**src/rtl/dmem_uart_tx_if.sv**
```systemverilog
// Processor data-memory port as seen by the memory-mapped UART transmitter.
//   we    : write strobe
//   a     : byte address
//   wd    : write data
//   rd    : read data returned by the responder (0 when not addressed)
//   o_hit : responder decodes the current address into its window
// master: processor side; slave: UART side.
interface dmem_uart_tx_if;
   logic        we;
   logic [31:0] a;
   logic [31:0] wd;
   logic [31:0] rd;
   logic        o_hit;

   modport master (output we, a, wd, input rd, o_hit);
   modport slave  (input we, a, wd, output rd, o_hit);
endinterface

```
**src/rtl/dmem_uart_tx.sv**
```systemverilog
// Memory-mapped UART transmitter on the processor data-memory port.
// Stores to TXDATA are queued in a FIFO and serialized LSB first on o_tx
// (8N1 by default, 8E1 when DMEM_UART_TX_PARITY_EN is defined).
// Ports:
//   clk    : system clock
//   rst    : synchronous active-high reset
//   bus    : data-memory port (slave modport): we, a, wd in; rd, o_hit out
//   o_tx   : serial line, idle high, registered
//   o_busy : registered, FSM not idle or FIFO not empty
// Register map (offset a[3:2]): 0 TXDATA, 1 STATUS {cnt[3:0],ovf,busy,empty,full}.
//
// state  | meaning
// IDLE   | line high, waiting for a queued byte
// START  | start bit (low)
// DATA   | 8 data bits, LSB first
// PARITY | even parity bit (parity build only)
// STOP   | stop bit (high); chains into START if more bytes are queued
module dmem_uart_tx #(
   parameter logic [31:0] BASE_ADDR    = 32'h0000_1000,
   parameter int          CLKS_PER_BIT = 16,
   parameter int          FIFO_DEPTH   = 8
) (
   input  logic             clk,
   input  logic             rst,
   dmem_uart_tx_if.slave    bus,
   output logic             o_tx,
   output logic             o_busy
);

   localparam int AW = (FIFO_DEPTH > 1) ? $clog2(FIFO_DEPTH) : 1;
   localparam int CW = AW + 1;
   localparam int BW = (CLKS_PER_BIT > 1) ? $clog2(CLKS_PER_BIT) : 1;
   localparam logic [BW-1:0] BAUD_LAST = BW'(CLKS_PER_BIT - 1);
   localparam logic [CW-1:0] DEPTH_C   = CW'(FIFO_DEPTH);

   typedef enum logic [2:0] {S_IDLE, S_START, S_DATA, S_PARITY, S_STOP} state_t;

   state_t         state, state_next;
   logic [BW-1:0]  baud;
   logic [2:0]     bit_idx;
   logic [7:0]     shifter;
   logic           par;
   logic           baud_last;
   logic           pop, tx_d, busy_d;

   logic [7:0]     mem [FIFO_DEPTH];
   logic [AW-1:0]  wr_ptr, rd_ptr;
   logic [CW-1:0]  count, count_next;
   logic           full, empty, ovf;

   logic [1:0]     offset;
   logic           wr_data, wr_stat, push, ovf_set;
   logic [8:0]     cnt_wide;
   logic [3:0]     cnt_sat;
   logic           unused_bits;

   // ---------------- address decode ----------------
   assign offset      = bus.a[3:2];
   assign bus.o_hit   = (bus.a[31:4] == BASE_ADDR[31:4]);
   assign wr_data     = bus.we && bus.o_hit && (offset == 2'd0);
   assign wr_stat     = bus.we && bus.o_hit && (offset == 2'd1);
   assign full        = (count == DEPTH_C);
   assign empty       = (count == '0);
   assign push        = wr_data && !full;
   assign ovf_set     = wr_data && full;
   assign unused_bits = ^{bus.wd[31:8], bus.a[1:0]};

   assign cnt_wide = 9'(count);
   assign cnt_sat  = (cnt_wide > 9'd15) ? 4'hF : cnt_wide[3:0];

   always_comb begin
      bus.rd = 32'h0;
      if (bus.o_hit && offset == 2'd1)
         bus.rd = {24'h0, cnt_sat, ovf, o_busy, empty, full};
   end

   // ---------------- FIFO ----------------
   always_comb begin
      count_next = count;
      if (push && !pop)
         count_next = count + 1'b1;
      else if (pop && !push)
         count_next = count - 1'b1;
   end

   always_ff @(posedge clk) begin
      if (push)
         mem[wr_ptr] <= bus.wd[7:0];
   end

   always_ff @(posedge clk) begin
      if (rst) begin
         wr_ptr <= '0;
         rd_ptr <= '0;
         count  <= '0;
         ovf    <= 1'b0;
      end else begin
         if (push) wr_ptr <= wr_ptr + 1'b1;
         if (pop)  rd_ptr <= rd_ptr + 1'b1;
         count <= count_next;
         // a dropped push wins over a simultaneous clear
         if (ovf_set)
            ovf <= 1'b1;
         else if (wr_stat && bus.wd[3])
            ovf <= 1'b0;
      end
   end

   // ---------------- FSM: state register ----------------
   assign baud_last = (baud == BAUD_LAST);

   always_ff @(posedge clk) begin
      if (rst) begin
         state   <= S_IDLE;
         baud    <= '0;
         bit_idx <= 3'd0;
         shifter <= 8'h0;
         par     <= 1'b0;
         o_tx    <= 1'b1;
         o_busy  <= 1'b0;
      end else begin
         state <= state_next;
         if (state_next != state || state == S_IDLE || baud_last)
            baud <= '0;
         else
            baud <= baud + 1'b1;
         if (state != S_DATA)
            bit_idx <= 3'd0;
         else if (baud_last)
            bit_idx <= bit_idx + 3'd1;
         if (pop) begin
            shifter <= mem[rd_ptr];
            par     <= ^mem[rd_ptr];
         end else if (state == S_DATA && baud_last) begin
            shifter <= shifter >> 1;
         end
         o_tx   <= tx_d;
         o_busy <= busy_d;
      end
   end

   // ---------------- FSM: next state ----------------
   always_comb begin
      state_next = state;
      case (state)
         S_IDLE:   if (!empty) state_next = S_START;
         S_START:  if (baud_last) state_next = S_DATA;
         S_DATA:
            if (baud_last && bit_idx == 3'd7) begin
`ifdef DMEM_UART_TX_PARITY_EN
               state_next = S_PARITY;
`else
               state_next = S_STOP;
`endif
            end
         S_PARITY: if (baud_last) state_next = S_STOP;
         S_STOP:   if (baud_last) state_next = empty ? S_IDLE : S_START;
         default:  state_next = S_IDLE;
      endcase
   end

   // ---------------- FSM: outputs ----------------
   // o_tx is registered, so the value for the next state is chosen here;
   // at a bit boundary inside DATA the next bit is shifter[1].
   always_comb begin
      pop    = !empty && (state == S_IDLE || (state == S_STOP && baud_last));
      busy_d = (state_next != S_IDLE) || (count_next != '0);
      case (state_next)
         S_START:  tx_d = 1'b0;
         S_DATA:   tx_d = (state == S_DATA && baud_last) ? shifter[1] : shifter[0];
         S_PARITY: tx_d = par;
         default:  tx_d = 1'b1;
      endcase
   end

endmodule
```
**src/flat_wrapper.sv**
```systemverilog
// flat-port wrapper written by rule: the top's interface ports become plain ports
module dmem_uart_tx_flat 
#(
   parameter logic [31:0] BASE_ADDR    = 32'h0000_1000,
   parameter int          CLKS_PER_BIT = 16,
   parameter int          FIFO_DEPTH   = 8
)
  (clk, rst, o_tx, o_busy, bus_we, bus_a, bus_wd, bus_rd, bus_o_hit);
  dmem_uart_tx_if bus_i ();
  input  logic clk;
  input  logic rst;
  output logic o_tx;
  output logic o_busy;
  input wire logic [$bits(bus_i.we)-1:0] bus_we;
  input wire logic [$bits(bus_i.a)-1:0] bus_a;
  input wire logic [$bits(bus_i.wd)-1:0] bus_wd;
  output wire logic [$bits(bus_i.rd)-1:0] bus_rd;
  output wire logic [$bits(bus_i.o_hit)-1:0] bus_o_hit;
  assign bus_i.we = bus_we;
  assign bus_i.a = bus_a;
  assign bus_i.wd = bus_wd;
  assign bus_rd = bus_i.rd;
  assign bus_o_hit = bus_i.o_hit;
  dmem_uart_tx #(.BASE_ADDR(BASE_ADDR), .CLKS_PER_BIT(CLKS_PER_BIT), .FIFO_DEPTH(FIFO_DEPTH)) u_core (.clk(clk), .rst(rst), .bus(bus_i), .o_tx(o_tx), .o_busy(o_busy));
endmodule
```
**config.mk**
```make
export PLATFORM = sky130hd
export DESIGN_NAME = dmem_uart_tx_flat
export DESIGN_NICKNAME = d
export VERILOG_FILES = /design/src/rtl/dmem_uart_tx_if.sv /design/src/rtl/dmem_uart_tx.sv /design/src/flat_wrapper.sv
export SDC_FILE = /design/constraint.sdc
export NUM_CORES = 1
export LEC_CHECK = 0
export CORE_ASPECT_RATIO = 1.75
export CORE_MARGIN = 2
export CORE_UTILIZATION = 30
export CTS_CLUSTER_SIZE = 30
export DETAILED_ROUTE_END_ITERATION = 16
export SLEW_MARGIN = 20
export SYNTH_ARGS = -nofsm -noshare
export SYNTH_HDL_FRONTEND = slang
export SYNTH_SLANG_ARGS = --single-unit
```
**constraint.sdc**
```tcl
create_clock -name clk -period 4.95 [get_ports clk]
set_clock_uncertainty 0.05 [all_clocks]
set_input_delay 1.485 -clock clk [delete_from_list [all_inputs] [get_ports clk]]
set_output_delay 1.485 -clock clk [all_outputs]
set_load 0.03 [all_outputs]
```
After elaboration in Yosys (flattened, before gate mapping). Memory sizes are Yosys's and may differ from the RTL's. A register that Yosys moved wholly into a read port is not among the register bits. Cells that the tools add are included.

Bits in registers: 32. Memories kept: 1. Output and inout port bits: 35. Logic and storage cells: 85. Bits in writable memories: 64. Input bits: 67.

Reductions and logical operators: 31. Add/subtract/negate cells: 6. Equality and inequality tests: 14. Order comparisons: 1. Muxes and demuxes: 21.

Memories: u_core.mem (depth 8, width 8, rd ports 1, clocked after memory_dff 1, wr ports 1, RTL line dmem_uart_tx.sv:46) `logic [7:0] mem [FIFO_DEPTH];`.

Operators with widths (number): $eq 28x9->1 const B (1); $mux 8 (3); $mux 3 (7); $pmux 3 s5 (1); $logic_and 1x1->1 (13); $eq 3x2->1 const B (4); $mux 4 (3); $add 3x1->3 const B (3); $add 4x1->4 const B (2); $eq 4x4->1 const B (2); $reduce_xor 8->1 (1); $eq 3x1->1 const B (2); $eq 3x3->1 const B (2); $mux 1 (6); $gt 4x4->1 const B (1); $logic_not 1->1 (4); $logic_not 4->1 (1); $logic_or 1x1->1 (4); $reduce_bool 2->1 (2); $reduce_bool 4->1 (1); $reduce_or 2->1 (2); $sub 4x1->4 const B (1); $logic_not 3->1 (1); $ne 3x2->1 const B (1); other kinds (5) (5).

Logic depth before layout (Yosys ltp).
Depth in word-level cells: 10. Mapped depth: 10.

Worst setup path after synthesis. No wires, ideal clock.

Path type: in2out. Start point: input bus_a[18]. End point: output bus_rd[1]. Stages: 5. Setup slack: -0.882 ns. Arrival: 4.297 ns. Data required time: 3.415 ns. Path buffers: 1. Cell sequence: or4_4 -> nor3_1 -> and3b_1 -> clkbuf_1 -> nor4bb_1.

Longest elaborated chain between the ends: 3.

Ends and longest elaborated chain: from (decl) (RTL line flat_wrapper.sv:15) `input wire logic [$bits(bus_i.a)-1:0] bus_a;`; $eq 28x9->1 (RTL line dmem_uart_tx.sv:59) `assign bus.o_hit = (bus.a[31:4] == BASE_ADDR[31:4]);`; via bus_o_hit (RTL line flat_wrapper.sv:18) `output wire logic [$bits(bus_i.o_hit)-1:0] bus_o_hit;`; $logic_and 1x1->1 (RTL line dmem_uart_tx.sv:73) `if (bus.o_hit && offset == 2'd1)`; $mux 8 (RTL line dmem_uart_tx.sv:73); to (decl) (RTL line flat_wrapper.sv:17) `output wire logic [$bits(bus_i.rd)-1:0] bus_rd;`.

The timed path passes the listed nets, and every way through them passes these cells.

Worst setup path in the final report.
Start point: input bus_a[11]. End point: output bus_rd[3].

Longest elaborated chain between the ends: 3.

Ends and longest elaborated chain (RTL line): $eq 28x9->1 (dmem_uart_tx.sv:59); $logic_and 1x1->1 (dmem_uart_tx.sv:73); $mux 8 (dmem_uart_tx.sv:73).

No other way between the ends.

==> results.ini <==
[worst_setup_path]
cp_data_required_time_ns=3.41
critical_path_class=input port to output port
critPathLaunchType=input port
crit_fanout=6
crit_arrival_ns=3.28
cp-end-kind=output port

[die]
core_um2=14700
dieArea_um2=15900
initial_core_util_pct=30.4
die_h_um=165
die_w_um=96.2
row_count=59
io_pins=102

[route]
wl_per_cell_um=14.9
drtIter0Drc=68
final_antenna_net_count=0
dr_total_vias=2769
viasPerCell=4.65
dr.pass1.iters=4
post-route-drc-count=0
drt-total-wl_mm=8.90

[synth]
syn_avg_cell_area_um2=12.9
synth_area_um2=4460
synthFlopType=edfxtp_1
synth-edff-count=64
yosysSeqAreaShare_pct=58.7
syn_inst=347
async_reset_ff_share_pct=0
ys_seq_elements=99
yosysWarnings=0
ys_types=52

[global_routing]
grt_max_degree=22
grt_pass1_wl_mm=14.2
antenna_found_initial=0
grt_pass1_vias=2885
grt.total_usage_pct=12.0
overflow=0

[sta]
min_period_ns=4.82
worstMarginPinSlew_ns=0.790
finalSetupViolCount=0
fmax_mhz=208
hold_viol_final=0
fin_hold_ws_ns=0.403
finalCritPeriodShare_pct=97.3
slew_headroom_pct=47.1
final_max_slew_viol_count=0

[clock_tree]
numCtsBuffers=9
clk_pin_slew_ns=0.07
clock_latency_ns=0.35
h-tree-depth=3
cts_root_buffer=clkbuf_16
clock-sinks=99
cts-hold-fix-buffers=0
clk_path_buf_depth=2
cts_tree=done

[layout]
final_nets=482
final_core_util_pct=37.2
num_antenna_cells=0
nFillCells=1410
area_delta_synth_final_pct=22.5
layout-drive-gt1-share_pct=16.2
postLayoutCellArea_um2=5470

[placement]
hpwlAfterDp_mm=6.37
place_area_um2=5130
portBuffers=51
gp_congestion=0.788

[min_path]
hold_path_class=flop to flop

[run_status]
outcome=completed

[run]
maxCapViolCount=0

[power]
powerDensity_nw_per_um2=438
peakVddDrop_v=0.000193
leakage_nw=1.92

[metal layers]
layer,GRT usage (%),wire length (µm)
met2,23.1,5110
met1,12.0,3300
met5,0,0
met4,5.71,218
met3,2.04,266
[registers in the layout (all words and copies together), names as in the netlist, named ones only]
signal,cells
u_core.mem,64
u_core.shifter,8
u_core.baud,4
u_core.count,4
u_core.bit_idx,3
u_core.rd_ptr,3
u_core.state,3
u_core.wr_ptr,3
u_core.o_busy,1
u_core.o_tx,1
u_core.ovf,1
u_core.par,1
[where the power goes]
group | leakage [nW] | switching [W] | total, W | internal (W)
Combinational | 0.910 | 0.000338 | 0.000662 | 0.000323
Clock | 0.152 | 0.000297 | 0.000698 | 0.000400
Sequential | 0.862 | 0.0000905 | 0.00104 | 0.000948
Total | 1.92 | 0.000726 | 0.00240 | 0.00167
[layout by cell type, fill, tap and decap left out, types with 2 or more instances in the layout]
cell / instances
nand3_1: 6
inv_4: 2
inv_1: 5
nor3_1: 4
mux4_2: 6
nor3b_1: 5
mux4_1: 2
o21ai_0: 4
nor2_1: 28
nand2b_1: 2
clkbuf_16: 11
edfxtp_1: 64
dfxtp_1: 34
or3_1: 3
conb_1: 24
nor4_2: 3
nor4_1: 3
and2_1: 9
ha_1: 7
a21oi_1: 14
o22ai_1: 8
xor2_1: 4
clkdlybuf4s50_1: 42
and3b_1: 3
mux2i_1: 20
nor2b_1: 6
xnor2_1: 12
a31oi_1: 2
a211oi_1: 8
buf_4: 23
mux2_2: 6
nand2_1: 18
clkinv_2: 2
[area by class of cell]
type / instances / area, µm² / area share, %
flip-flops and latches: 99 / 2620 / 48.0
multi-input cells: 228 / 1700 / 31.1
repair buffers: 65 / 593 / 10.8
clock buffers: 11 / 275 / 5.03
well taps: 183 / 229 / 4.19
clock inverters: 5 / 30.0 / 0.549
inverters: 5 / 18.8 / 0.343
[what timing repair did]
item / in CTS / in global routing
gates resized for setup: 0 / 5
buffers inserted: 0 / 1
setup endpoints to repair: 0 / 8
[metrics by stage]
step	setup WS [ns]	setup TNS [ns]	std cells	total power (W)
after global routing	-0.00633	-0.00633	596	0.00254
after CTS	0.0241	0	595	0.00242
after floorplan	0.104	0	370	0.00160
after detailed placement	0.0359	0	579	0.00172
after global placement	0.0534	0	579	0.00171
final	0.135	0	596	0.00240
[kinds of logic after synthesis]
kind of cell | after synthesis | share of synthesized area [%]
compound gates | 44 | 6.56
xor+xnor | 17 | 3.50
other cells | 1 | 0.0840
flops | 99 | 58.7
mux | 34 | 10.2
fa+ha+maj | 7 | 1.96
simple gates | 102 | 12.7
buf+inv | 43 | 6.28
[worst max-delay path, stage by stage]
cell and delay [ns]:
clkdlybuf4s50_1 0.43, nor4_2 0.27, nand4_1 0.21, nor3_4 0.23, and3b_2 0.25, buf_4 0.12, and2_1 0.12, buf_4 0.16
[synthesized netlist by cell type, types with 3 or more instances]
library cell  instances  area, µm²
edfxtp_1             64       1920
dfxtp_1              35        701
nor2_1               28        105
buf_4                25        188
mux2i_1              20        200
nand2_1              18       67.6
a21oi_1              14       70.1
xnor2_1              12        105
and2_1                9       56.3
clkbuf_1              9       33.8
a211oi_1              8       60.1
o22ai_1               8       50.1
ha_1                  7       87.6
mux2_2                6       67.6
mux4_2                6        135
nand3_1               6       30.0
nor2b_1               6       37.5
nor4_1                6       37.5
inv_1                 5       18.8
nor3_1                5       25.0
nor3b_1               5       37.5
and3b_1               4       35.0
o21ai_0               4       20.0
xor2_1                4       35.0
or3_1                 3       18.8
[final timing paths]
check,startpoint,endpoint,slack [ns],cells past startpoint
min reg2reg,u_core.baud[0]$_SDFF_PP0_,u_core.baud[0]$_SDFF_PP0_,0.40,1
min,u_core.baud[0]$_SDFF_PP0_,u_core.baud[0]$_SDFF_PP0_,0.40,1
max reg2reg,u_core.count[0]$_SDFF_PP0_,u_core.mem[4][5]$_DFFE_PP_,2.29,7
max,bus_a[11],bus_rd[3],0.13,8
Note: power is estimated with default switching activity, not from simulation.
